==> config.mk <==
export PLATFORM = sky130hd
export DESIGN_NAME = chan_err_injector
export DESIGN_NICKNAME = d
export VERILOG_FILES = /design/src/rtl/chan_pkg.sv /design/src/rtl/chan_err_injector_lfsr16.sv /design/src/rtl/chan_err_injector.sv
export SDC_FILE = /design/constraint.sdc
export NUM_CORES = 1
export LEC_CHECK = 0
export BUFFER_PORTS_ARGS = -buffer_cell sky130_fd_sc_hd__buf_2
export CAP_MARGIN = 40
export CELL_PAD_IN_SITES_DETAIL_PLACEMENT = 0
export CELL_PAD_IN_SITES_GLOBAL_PLACEMENT = 1
export CORE_ASPECT_RATIO = 1.75
export CORE_MARGIN = 5
export CORE_UTILIZATION = 34
export CTS_CLUSTER_DIAMETER = 200
export DETAILED_ROUTE_END_ITERATION = 8
export HOLD_SLACK_MARGIN = 0.03
export PLACE_DENSITY = 0.71
export SLEW_MARGIN = 10
export SYNTH_ARGS = -nofsm -noshare
export SYNTH_HDL_FRONTEND = slang
export SYNTH_SLANG_ARGS = --single-unit
==> constraint.sdc <==
create_clock -name clk -period 8.6 [get_ports clk]
set_input_delay 0.86 -clock clk [delete_from_list [all_inputs] [get_ports clk]]
set_output_delay 0.86 -clock clk [all_outputs]
set_load 0.01 [all_outputs]
==> src/rtl/chan_pkg.sv <==
// rtl/chan_pkg.sv - shared types, LFSR taps and popcount for the channel error injector
package chan_pkg;

  typedef enum logic [1:0] {
    CH_OFF      = 2'd0,
    CH_PERIODIC = 2'd1,
    CH_BURST    = 2'd2,
    CH_RANDOM   = 2'd3
  } chan_mode_e;

  // Fibonacci feedback taps x^16 + x^14 + x^13 + x^11 + 1 (state bits 15,13,12,10)
  localparam logic [15:0] LFSR_TAPS = 16'hB400;

  // Width of the popcount result; covers symbols up to 64 bits
  localparam int POP_W = 7;

  function automatic logic [POP_W-1:0] popcount(input logic [63:0] v);
    logic [POP_W-1:0] n;
    n = '0;
    for (int i = 0; i < 64; i++) begin
      n = n + {{(POP_W-1){1'b0}}, v[i]};
    end
    return n;
  endfunction

endpackage

==> src/rtl/chan_err_injector_lfsr16.sv <==
// rtl/chan_err_injector_lfsr16.sv - 16-bit Fibonacci LFSR with load and step enable
module lfsr16
  import chan_pkg::*;
#(
  parameter logic [15:0] RST_VAL = 16'hACE1,
  parameter int          OUT_W   = 16
) (
  input  logic             clk,
  input  logic             rst,
  input  logic             en_i,
  input  logic             load_i,
  input  logic [15:0]      seed_i,
  output logic [OUT_W-1:0] state_o
);

  logic [15:0] r_state;
  logic [15:0] w_cur;
  logic [15:0] w_next;

  // A load takes effect in the same cycle, so a coincident step starts from the seed
  assign w_cur   = load_i ? seed_i : r_state;
  assign w_next  = {w_cur[14:0], ^(w_cur & LFSR_TAPS)};
  assign state_o = w_cur[OUT_W-1:0];

  // State register: step once per enabled cycle, otherwise hold (or take the seed)
  always_ff @(posedge clk or negedge rst) begin
    if (!rst) begin
      r_state <= RST_VAL;
    end else if (en_i) begin
      r_state <= w_next;
    end else begin
      r_state <= w_cur;
    end
  end

endmodule

==> src/rtl/chan_err_injector.sv <==
// rtl/chan_err_injector.sv - channel model flipping masked symbol bits; CHAN_PER_BIT_CNT_EN adds per-bit counters
module chan_err_injector
  import chan_pkg::*;
#(
  parameter int          SYM_W     = 2,
  parameter int          PHASE_W   = 8,
  parameter int          CNT_W     = 16,
  parameter int          WINDOW    = 256,
  parameter logic [15:0] LFSR_SEED = 16'hACE1
) (
  input  logic               clk,
  input  logic               rst,
  input  logic               in_valid_i,
  input  logic [SYM_W-1:0]   in_sym_i,
  input  logic               cfg_load_i,
  input  logic [1:0]         cfg_mode_i,
  input  logic [PHASE_W-1:0] cfg_period_i,
  input  logic [PHASE_W-1:0] cfg_burst_i,
  input  logic [SYM_W-1:0]   cfg_mask_i,
  input  logic               clr_i,
  output logic               out_valid_o,
  output logic [SYM_W-1:0]   out_sym_o,
  output logic               out_err_o,
  output logic [CNT_W-1:0]   word_ct_o,
  output logic [CNT_W-1:0]   bad_bit_ct_o,
  output logic               window_done_o
`ifdef CHAN_PER_BIT_CNT_EN
  ,
  output logic [CNT_W-1:0]   bit_err_ct_o [SYM_W]
`endif
);

  localparam logic [PHASE_W-1:0] PH_ONE   = {{(PHASE_W-1){1'b0}}, 1'b1};
  localparam logic [CNT_W-1:0]   CNT_ONE  = {{(CNT_W-1){1'b0}}, 1'b1};
  localparam logic [CNT_W-1:0]   WIN_C    = CNT_W'(WINDOW);
  localparam logic [CNT_W-1:0]   WIN_LAST = CNT_W'(WINDOW - 1);

  // Latched configuration and pattern position
  chan_mode_e         r_mode;
  logic [PHASE_W-1:0] r_period;
  logic [PHASE_W-1:0] r_burst;
  logic [SYM_W-1:0]   r_mask;
  logic [PHASE_W-1:0] r_phase;

  // Output and statistics registers
  logic               r_out_valid;
  logic [SYM_W-1:0]   r_out_sym;
  logic               r_out_err;
  logic [CNT_W-1:0]   r_word_ct;
  logic [CNT_W-1:0]   r_bad_ct;
  logic               r_done;

  // Effective config for this cycle: a load applies to the word arriving with it
  chan_mode_e         w_mode;
  logic [PHASE_W-1:0] w_period;
  logic [PHASE_W-1:0] w_burst;
  logic [SYM_W-1:0]   w_mask;
  logic [PHASE_W-1:0] w_phase;
  logic [PHASE_W-1:0] w_lfsr;

  logic               w_hit;
  logic               w_inject;
  logic [SYM_W-1:0]   w_flip;
  logic [POP_W-1:0]   w_pop;
  logic               w_count_en;
  logic [CNT_W:0]     w_bad_sum;
  logic [CNT_W-1:0]   w_bad_next;

  assign w_mode   = cfg_load_i ? chan_mode_e'(cfg_mode_i) : r_mode;
  assign w_period = cfg_load_i ? cfg_period_i : r_period;
  assign w_burst  = cfg_load_i ? cfg_burst_i  : r_burst;
  assign w_mask   = cfg_load_i ? cfg_mask_i   : r_mask;
  assign w_phase  = cfg_load_i ? '0           : r_phase;

  lfsr16 #(
    .RST_VAL (LFSR_SEED),
    .OUT_W   (PHASE_W)
  ) u_lfsr (
    .clk     (clk),
    .rst     (rst),
    .en_i    (in_valid_i),
    .load_i  (cfg_load_i),
    .seed_i  (LFSR_SEED),
    .state_o (w_lfsr)
  );

  // Per-mode injection decision on the current phase / LFSR value
  always_comb begin
    w_hit = 1'b0;
    case (w_mode)
      CH_PERIODIC: w_hit = (w_phase == (w_period - PH_ONE));
      CH_BURST:    w_hit = (w_phase < w_burst);
      CH_RANDOM:   w_hit = (w_lfsr < w_burst);
      default:     w_hit = 1'b0;
    endcase
  end

  // A zero period disables injection regardless of mode
  assign w_inject   = in_valid_i && (w_period != '0) && w_hit;
  assign w_flip     = w_inject ? w_mask : '0;
  assign w_pop      = popcount(64'(w_flip));
  assign w_count_en = in_valid_i && (r_word_ct < WIN_C);
  assign w_bad_sum  = {1'b0, r_bad_ct} + {{(CNT_W+1-POP_W){1'b0}}, w_pop};
  assign w_bad_next = w_bad_sum[CNT_W] ? '1 : w_bad_sum[CNT_W-1:0];

  // Config latch on the load strobe
  always_ff @(posedge clk or negedge rst) begin
    if (!rst) begin
      r_mode   <= CH_OFF;
      r_period <= '0;
      r_burst  <= '0;
      r_mask   <= '0;
    end else if (cfg_load_i) begin
      r_mode   <= chan_mode_e'(cfg_mode_i);
      r_period <= cfg_period_i;
      r_burst  <= cfg_burst_i;
      r_mask   <= cfg_mask_i;
    end
  end

  // Phase advances on valid words and wraps at period-1; stays 0 while disabled
  always_ff @(posedge clk or negedge rst) begin
    if (!rst) begin
      r_phase <= '0;
    end else if (!in_valid_i) begin
      r_phase <= w_phase;
    end else if ((w_period == '0) || (w_phase >= (w_period - PH_ONE))) begin
      r_phase <= '0;
    end else begin
      r_phase <= w_phase + PH_ONE;
    end
  end

  // One-cycle symbol pipeline; symbol holds across idle cycles
  always_ff @(posedge clk or negedge rst) begin
    if (!rst) begin
      r_out_valid <= 1'b0;
      r_out_sym   <= '0;
      r_out_err   <= 1'b0;
    end else begin
      r_out_valid <= in_valid_i;
      r_out_err   <= w_inject;
      if (in_valid_i) begin
        r_out_sym <= in_sym_i ^ w_flip;
      end
    end
  end

  // Window statistics; clear wins over a same-cycle update
  always_ff @(posedge clk or negedge rst) begin
    if (!rst) begin
      r_word_ct <= '0;
      r_bad_ct  <= '0;
      r_done    <= 1'b0;
    end else if (clr_i) begin
      r_word_ct <= '0;
      r_bad_ct  <= '0;
      r_done    <= 1'b0;
    end else if (w_count_en) begin
      r_word_ct <= r_word_ct + CNT_ONE;
      r_bad_ct  <= w_bad_next;
      if (r_word_ct == WIN_LAST) begin
        r_done <= 1'b1;
      end
    end
  end

`ifdef CHAN_PER_BIT_CNT_EN
  logic [CNT_W-1:0] r_bit_ct [SYM_W];

  for (genvar b = 0; b < SYM_W; b++) begin : g_bit_ct
    // Flips at this bit position within the window, saturating
    always_ff @(posedge clk or negedge rst) begin
      if (!rst) begin
        r_bit_ct[b] <= '0;
      end else if (clr_i) begin
        r_bit_ct[b] <= '0;
      end else if (w_count_en && w_flip[b] && (r_bit_ct[b] != '1)) begin
        r_bit_ct[b] <= r_bit_ct[b] + CNT_ONE;
      end
    end
    assign bit_err_ct_o[b] = r_bit_ct[b];
  end
`endif

  assign out_valid_o   = r_out_valid;
  assign out_sym_o     = r_out_sym;
  assign out_err_o     = r_out_err;
  assign word_ct_o     = r_word_ct;
  assign bad_bit_ct_o  = r_bad_ct;
  assign window_done_o = r_done;

endmodule
==> results.md, run 1 <==
- Setup tns final: 0 ns
- Post-Route WL: 10500 µm
- P&R area growth vs syn: 20.2%
- Crit-path max cell delay: 0.63 ns
- Seq cells post-synth: between 80 and 90
- Max VDD drop: 0.122 mV
- Worst path bufs/invs: 4
- H-tree lvl count: 3
- Worst-Skew Late Latency: 0.33 ns
- Via count: ~3.4k
- Grt ovf: 0
- HPWL Detailed: a little under 8000 µm
- Pwr Density: 194 nW/µm²
- Core ar.: 12800 µm²
- GRT Overall Usage: 0.145
- Setup Fix Bufs, Post-CTS: 0
- Total power draw: between 1 and 1.5 mW
- Die X: between 90 and 100 µm
- Synth cell types: 55
- # nets final: 554
- Final Hold Vio Count: 0
- Number of enable flip-flop cells after synthesis: 0
- Die Area: 15400 µm²
- Synth warn: 0
- Fraction of registers with async set or reset after synthesis: 1.00
- R2R cell count: 18
- Maxcap violations: 0
- Clock tree buffer depth: 2
- Diode count: 0
- Post-route ant nets: 0
- Routability cong.: 0.800
- DRC Markers: 0
- Tmin final: 5.24 ns
- Startpoint types: primary input
- Slew HR: 0.575
- Post-cts sizing count: 0
- Post-synth top area share: 0.417
- Top FF cell, synth: dfrtp_1
- Post-synth top area cell: dfrtp_1
- Initial DRC Count: 95
- I/O pins: 64
- Worst clock skew: around 0.008 ns
- Top cells by area, synth: dfrtp_1 42%, ha_1 7.7%, dfstp_2 4.8%
- Worst EP arrival: around 5.5 ns
- Cts bufs inserted: 9
- Crit-path cells: buf_2, mux2i_1, ha_1, nand3_1, nor3_1, xnor2_1, ha_1, nand4_1, nor3_1, a211oi_2, nor4b_2, inv_1, fa_1, inv_1, ha_1, inv_1, or4_4, a41o_1, nor2_1
- Sequential-to-total area share from yosys stat: 0.465
- Routed WL per cell: 15.6 µm
- Slew Viols, Final: 0
- Layout cells sized above 1: 0.216
- Clock slew seen by the registers of the worst setup and hold paths: 0.06 ns
- Final setup viols: 0
- Cell at the slowest stage of the critical path: or4_4
- Fin crit share: 0.610
- Mapped Nets: between 400 and 500
- IO buf count: 63
- Pin count of the biggest net entering global routing: 63
- Std-Cell Rows: 55
- Initial core utilization: 0.343
- Worst-Margin Slew: 0.637 ns
- Most common cell in the netlist: dfrtp_1
- CP Capture Type: register
- Critical path class: in2reg
- Post-synthesis cell area: between 4000 and 5000 µm²
- Hold crit path type: in2async
- Average cell area after synthesis: around 10 µm²
- CTS Hold Buffers Added: 0
- Via-to-Cell Ratio: 5.01
- Static leakage: about 2.5 nW
- WP depth: 19
- Highest achievable clock rate: 191 MHz
- Critical Path RT: 8.86 ns
- Crit path max-delay family: simple AND/OR/NAND/NOR gates
- Initial antenna violation count: 0
- First drt pass iteration count: 4
- CTS tree: done
- RSZ-0062 raised after global routing: no
- Post-Syn Instances: 437
- Vias in the first global route: 3539
- Clk Tree Root Cell: clkbuf_16
- Die height: 160 µm
- First-pass GRT wire length: 17300 µm
- Status: finished, final reports clean
- Crit-path max FO: 17
- CTS sink count: 81
- Synth cell count leaders: 73 x dfrtp_1, 41 x nor2_1, 39 x nand2_1
[kinds of logic (layout without fill, tap and decap cells)]
group,count (synthesis),in the layout,synth area share
multiplexers,31,31,0.0748
AND/OR/NAND/NOR,160,160,0.191
buffers and inverters,45,112,0.0425
flip-flops,81,81,0.465
AO/OA/AOI/OAI,73,73,0.107
adder cells (fa/ha/maj),28,28,0.0816
XOR/XNOR,19,19,0.0380
[flip-flops by register name, indices dropped and copies added (netlist names)]
signal and cells:
bad_bit_ct_o 16, out_err_o 1, out_sym_o 2, out_valid_o 1, r_burst 8, r_mask 2, r_mode 2, r_period 8
r_phase 8, u_lfsr.r_state 16, window_done_o 1, word_ct_o 16
[routing by layer]
metal,GRT usage,routed length [µm],part of all wire,vias to the layer above
li1,-,-,-,1651
met1,0.159,4090,0.39,1654
met3,0.0287,335,0.032,13
met2,0.263,5890,0.56,63
met4,0.0563,191,0.018,0
met5,0,0,0,-
[power by group]
| group | switching [mW] | leakage [nW] | internal [mW] |
|---|---|---|---|
| clock | 0.154 | 0.187 | 0.342 |
| combinational | 0.0670 | 1.31 | 0.0462 |
| sequential | 0.0113 | 1.03 | 0.403 |
[worst register-to-register path, stage by stage (launching register included)]
cell,delay (ns)
dfrtp_1,0.35
mux2i_1,0.38
ha_1,0.28
nand3_1,0.11
nor3_1,0.22
xnor2_1,0.10
ha_1,0.29
nand4_1,0.14
nor3_1,0.26
a211oi_2,0.13
nor4b_2,0.35
inv_1,0.10
fa_1,0.40
inv_1,0.12
ha_1,0.28
inv_1,0.10
or4_4,0.63
a41o_1,0.28
nor2_1,0.07
[stage by stage]
stage / cell area, µm² / worst slack (ns) / instances / hold WS, ns / util
2_1_floorplan: 4380 / 3.39 / 437 / 0.450 / -
5_1_grt: 5270 / 2.91 / 675 / 0.417 / 0.412
3_3_place_gp: 4860 / 3.03 / 658 / 0.464 / 0.379
3_5_place_dp: 4880 / 2.89 / 659 / 0.473 / 0.382
6_report: 5270 / 3.36 / 675 / 0.408 / 0.412
4_1_cts: 5270 / 3.25 / 675 / 0.402 / 0.412
[layout make-up]
type | instances | area (µm²)
inverter | 30 | 113
fill | 1326 | 7530
clock buffer | 10 | 229
tap | 171 | 214
multi-input combinational | 311 | 2160
timing repair buffer | 66 | 360
clock inverter | 6 | 155
sequential | 81 | 2040
[placed cells by master, fill, tap and decap left out, drive strengths merged, types with 2 or more instances in the layout]
cell / count
dfstp: 8
and3: 4
a211o: 2
xnor2: 8
or3: 2
nand2b: 4
ha: 27
nor4: 2
buf: 66
inv: 29
nor2: 41
o21bai: 3
mux2i: 17
mux2: 14
xor2: 11
nor3: 14
a211oi: 10
bufinv: 5
nor2b: 20
nor4b: 3
and4: 2
o22ai: 2
and2: 2
clkbuf: 10
a41o: 2
nor3b: 3
nand3: 11
nand2: 39
nand4: 10
clkinv: 2
dfrtp: 73
or2: 2
a311oi: 3
a21oi: 24
a31oi: 4
o21ai: 15
[worst paths after layout]
kind	from	end	slack [ns]
max reg2reg	r_period[0]	bad_bit_ct_o[9]	3.94
min in group clk	u_lfsr.r_state[14]	u_lfsr.r_state[15]	0.48
max	cfg_load_i	bad_bit_ct_o[9]	3.36
max in group asynchronous	rst	u_lfsr.r_state[11]	7.53
min reg2reg	u_lfsr.r_state[14]	u_lfsr.r_state[15]	0.48
min	rst	window_done_o	0.41
Note: power is estimated with default switching activity, not from simulation.
==> inputs of run 2 (changes only) <==
==> constraint.sdc (replaced) <==
create_clock -name clk -period 5.3 [get_ports clk]
set_input_delay 0.53 -clock clk [delete_from_list [all_inputs] [get_ports clk]]
set_output_delay 0.53 -clock clk [all_outputs]
set_load 0.01 [all_outputs]
==> run 2 against run 1 <==
Net effect:
- sequential power up 62%
- core utilization down 0.65 points
- first-iteration DRC count up 69%
- critical endpoint is now bad_bit_ct_o[8]
- largest cell class unchanged
==> results.md, run 2 (same netlist as run 1, synthesis figures left out) <==
- Startpoint types: primary input
- I/O pins: 64
- RR Startpoint: r_period[0]
- Initial core utilization: 0.343
- Post-DP Area: 4920 µm²
- CTS Hold Buffers Added: 0
- R2r setup slk: 0.86 ns
- Grt ovf: 0
- CP Capture Type: register
- Clock slew seen by the registers of the worst setup and hold paths: 0.06 ns
- Std-Cell Rows: 55
- Footprint of the multi-input gates: 2160 µm²
- P&R area growth vs syn: 18.3%
- Critical path class: in2reg
- Highest achievable clock rate: 215 MHz
- Sequential cell area: 2040 µm²
- Commonest non-fill, non-tap cell in the layout: dfrtp_1
- Via-to-Cell Ratio: 5.02
- HPWL Detailed: between 8000 and 9000 µm
- Slew Viols, Final: 0
- Via count: 3406
- Maxcap violations: 0
- Slew HR: 0.582
- Post-cts sizing count: 0
- Vias in the first global route: approximately 3.7k
- Worst-Skew Late Latency: 0.34 ns
- FILL cells: 1338
- GRT Overall Usage: 0.153
- WP depth: 18
- Diode count: 0
- RR Endpoint: bad_bit_ct_o[8]
- Crit-path max FO: 49
- Worst-Margin Slew: 0.627 ns
- Setup tns final: 0 ns
- Setup crit start: cfg_load_i
- Clock tree buffer depth: 2
- IO buf count: 63
- Pwr Density: 275 nW/µm²
- RSZ-0062 raised after global routing: no
- Clk Tree Root Cell: clkbuf_16
- Worst clock skew: 0.00879 ns
- Hold crit path type: in2async
- Post-Route WL: around 11000 µm
- Final setup viols: 0
- Cts bufs inserted: 9
- Cell at the slowest stage of the critical path: or4_4
- Worst path bufs/invs: 5
- WHS: 0.0737 ns
- Initial DRC Count: between 150 and 200
- Post-route ant nets: 0
- H-tree lvl count: 3
- Crit path max-delay family: simple AND/OR/NAND/NOR gates
- DRC Markers: 0
- Crit-path max cell delay: 0.62 ns
- Layout cells sized above 1: 0.219
- First-pass GRT wire length: 18200 µm
- Max VDD drop: roughly 0.15 mV
- Critical Path RT: 5.53 ns
- Fin crit share: 0.876
- Final Cell Area: 5180 µm²
- Die X: approximately 96 µm
- Die height: about 160 µm
- Core ar.: 12800 µm²
- Routability cong.: 0.749
- Static leakage: 2.49 nW
- Most frequent cells in the layout: 73 x dfrtp_1, 62 x buf_2, 41 x nor2_1
- # nets final: 557
- Routed WL per cell: 15.8 µm
- Worst EP arrival: 4.87 ns
- CTS tree: done
- Most Frequent Cell on Critical Path: inv_1
- First drt pass iteration count: 4
- Setup Fix Bufs, Post-CTS: 0
- Final Hold Vio Count: 0
- Status: finished, final reports clean
- Initial antenna violation count: 0
- Tmin final: between 4 and 5 ns
- Crit-path cells: buf_2, buf_12, mux2i_1, nand3_1, nor3_1, xnor2_1, ha_1, nand4_1, nor3_1, a211oi_2, nor4b_2, inv_1, fa_1, inv_1, ha_1, inv_1, or4_4, a311oi_1
- CTS sink count: 81
- R2R cell count: 17
- Pin count of the biggest net entering global routing: 63
- Die Area: 15400 µm²
==> run 2: worst max path at each step <==
| stage | end |
|---|---|
| after floorplan | bad_bit_ct_o[11] |
| after global placement | bad_bit_ct_o[9] |
| after detailed placement | bad_bit_ct_o[9] |
| after CTS | bad_bit_ct_o[8] |
| after global routing | bad_bit_ct_o[8] |
| final | bad_bit_ct_o[8] |
==> run 2: through the flow <==
| step | utilization | std cells | setup WS [ns] | power, mW |
|---|---|---|---|---|
| final | 0.405 | 678 | 0.656 | 1.43 |
| after global routing | 0.405 | 678 | 0.282 | 1.51 |
| after CTS | 0.405 | 678 | 0.632 | 1.45 |
| after detailed placement | 0.384 | 662 | 0.325 | 0.877 |
| after global placement | 0.382 | 661 | 0.498 | 0.867 |
| after floorplan | - | 437 | 0.422 | 0.802 |
==> run 2: layout make-up <==
class | count | share of cell area
Clock buffer | 11 | 0.0449
Clock inverter | 5 | 0.00627
Inverter | 30 | 0.0217
Multi-Input combinational cell | 311 | 0.417
Sequential cell | 81 | 0.393
Tap cell | 171 | 0.0413
Timing Repair Buffer | 69 | 0.0763
==> run 2: report_power, final <==
part | internal [mW] | switching, mW
sequential | 0.655 | 0.0186
clock | 0.316 | 0.250
combinational | 0.0774 | 0.110
total | 1.05 | 0.379
==> run 2: layer usage <==
layer / part of all wire / vias up / GRT usage
met5: 0 / - / 0
met2: 0.55 / 74 / 0.274
met1: 0.39 / 1656 / 0.173
met4: 0.024 / 0 / 0.0622
li1: - / 1656 / -
met3: 0.036 / 20 / 0.0269
==> inputs of run 3 (changes only) <==
--- a/config.mk
+++ b/config.mk
@@ -9,7 +9,6 @@
 export CAP_MARGIN = 40
 export CELL_PAD_IN_SITES_DETAIL_PLACEMENT = 0
 export CELL_PAD_IN_SITES_GLOBAL_PLACEMENT = 1
-export CORE_ASPECT_RATIO = 1.75
 export CORE_MARGIN = 5
 export CORE_UTILIZATION = 34
 export CTS_CLUSTER_DIAMETER = 200
==> run 3 against run 2 <==
Net effect:
- maximum frequency decreased by 1.1%
- sequential power barely moved
- cell count up 0.44%
- clock power up 21%
- critical path depth grew 1
- non-clock buffer count is 2 higher
- die area decreased by 0.58%
- first-iteration DRC count up 20%
- critical path type unchanged
- critical endpoint is now bad_bit_ct_o[9]
- largest cell class unchanged
- highest routed layer unchanged
==> results.md, run 3 (same netlist as run 1, synthesis figures left out) <==
- IO buf count: 63
- First-pass GRT wire length: 16500 µm
- Most frequent cells in the layout: 73 x dfrtp_1, 62 x buf_2, 41 x nor2_1
- Cell at the slowest stage of the critical path: or4_4
- Crit-path cells: buf_2, mux2i_1, ha_1, nand3_1, nor3_1, xnor2_1, ha_1, nand4_1, nor3_1, a211oi_2, nor4b_2, inv_1, fa_1, inv_1, ha_1, inv_1, or4_4, a41o_1, nor2_1
- Std-Cell Rows: 41
- Wire length on met1: 4630 µm
- HPWL Detailed: 7320 µm
- Worst-Skew Late Latency: about 0.33 ns
- Routability cong.: just under 0.8
- Core ar.: roughly 13000 µm²
- Commonest non-fill, non-tap cell in the layout: dfrtp_1
- CTS sink count: 81
- I/O pins: 64
- Post-Route WL: 9810 µm
- Die X: ~120 µm
- Max VDD drop: 0.155 mV
- Post-route ant nets: 0
- Highest achievable clock rate: between 200 and 250 MHz
- Critical Path RT: 5.57 ns
- DR WL met2: 4600 µm
- Vias in the first global route: 3390
- CP Capture Type: register
- Diode count: 0
- Hold crit path type: in2async
- Clock slew seen by the registers of the worst setup and hold paths: 0.06 ns
- Slew Viols, Final: 0
- Initial antenna violation count: 0
- Critical path class: in2reg
- # nets final: 559
- Worst EP arrival: 4.96 ns
- Final setup viols: 0
- Final Worst Setup Slack: 0.604 ns
- Slew HR: 0.595
- Crit-path max FO: 17
- GRT Overall Usage: 0.138
- Post-cts sizing count: 0
- Grt ovf: 0
- Pwr Density: 293 nW/µm²
- Die height: around 120 µm
- RSZ-0062 raised after global routing: no
- First drt pass iteration count: 4
- Clock tree buffer depth: 2
- Die Area: 15300 µm²
- Fin crit share: 0.886
- Clk Tree Root Cell: clkbuf_16
- Worst path bufs/invs: 4
- Final Instance Count excl. Fillers: 681
- H-tree lvl count: 3
- DRC Markers: 0
- Layout cells sized above 1: 0.226
- Final Hold Vio Count: 0
- Initial DRC Count: 194
- Status: finished, final reports clean
- Worst-Margin Slew: 0.608 ns
- Pre-CTS setup slack: around 0.19 ns
- CTS Hold Buffers Added: 0
- Pin count of the biggest net entering global routing: 64
- Tmin final: 4.70 ns
- Via count: 3371
- Crit-path max cell delay: 0.63 ns
- Initial core utilization: 0.347
- P&R area growth vs syn: 19.8%
- Cts bufs inserted: 9
- Setup Fix Bufs, Post-CTS: 0
- Inst Count DP: 665
- Maxcap violations: 0
- Met3 wire length: 472 µm
- Static leakage: 2.53 nW
- Worst clock skew: 0.00592 ns
- DR top layer: met4
- Startpoint types: primary input
- Crit path max-delay family: simple AND/OR/NAND/NOR gates
- Setup tns final: 0 ns
- Via-to-Cell Ratio: 4.95
- Routed WL per cell: 14.4 µm
- CTS tree: done
- Total power draw: between 1.5 and 2 mW
==> run 3: per-stage QoR <==
step,utilization,area (µm²),hold slack (ns)
finish,0.416,5250,0.0702
global route,0.416,5250,0.0785
CTS,0.416,5250,0.0697
detailed placement,0.390,4920,0.429
global placement,0.388,4900,0.470
floorplan,-,4380,0.234
==> run 3: layout make-up <==
class | instances | area [µm²]
clock buffer | 11 | 253
clock inverter | 5 | 77.6
fill | 1258 | 7370
inverter | 30 | 113
multi-input combinational | 311 | 2160
sequential | 81 | 2040
tap | 172 | 215
timing repair buffer | 71 | 398
==> run 3: layer usage <==
layer  GRT usage  vias to the layer above
li1            -                     1661
met1       0.181                     1621
met2       0.222                       81
met3      0.0407                        8
met4      0.0381                        0
met5           0                        -
==> run 3: worst paths after layout <==
kind	slack [ns]	depth (start not counted)	to	start
max	0.60	19	bad_bit_ct_o[9]	cfg_load_i
min	0.07	1	r_burst[5]	rst
max reg2reg	0.88	18	bad_bit_ct_o[9]	r_period[1]
min reg2reg	0.49	2	u_lfsr.r_state[10]	u_lfsr.r_state[9]
max in group asynchronous	4.61	2	u_lfsr.r_state[15]	rst
min in group clk	0.45	2	r_mask[0]	cfg_mask_i[0]
==> run 3: report_power, final <==
part | switching [mW] | leakage (nW) | internal (mW)
combinational | 0.106 | 1.34 | 0.0786
sequential | 0.0181 | 1.03 | 0.655
clock | 0.247 | 0.162 | 0.437
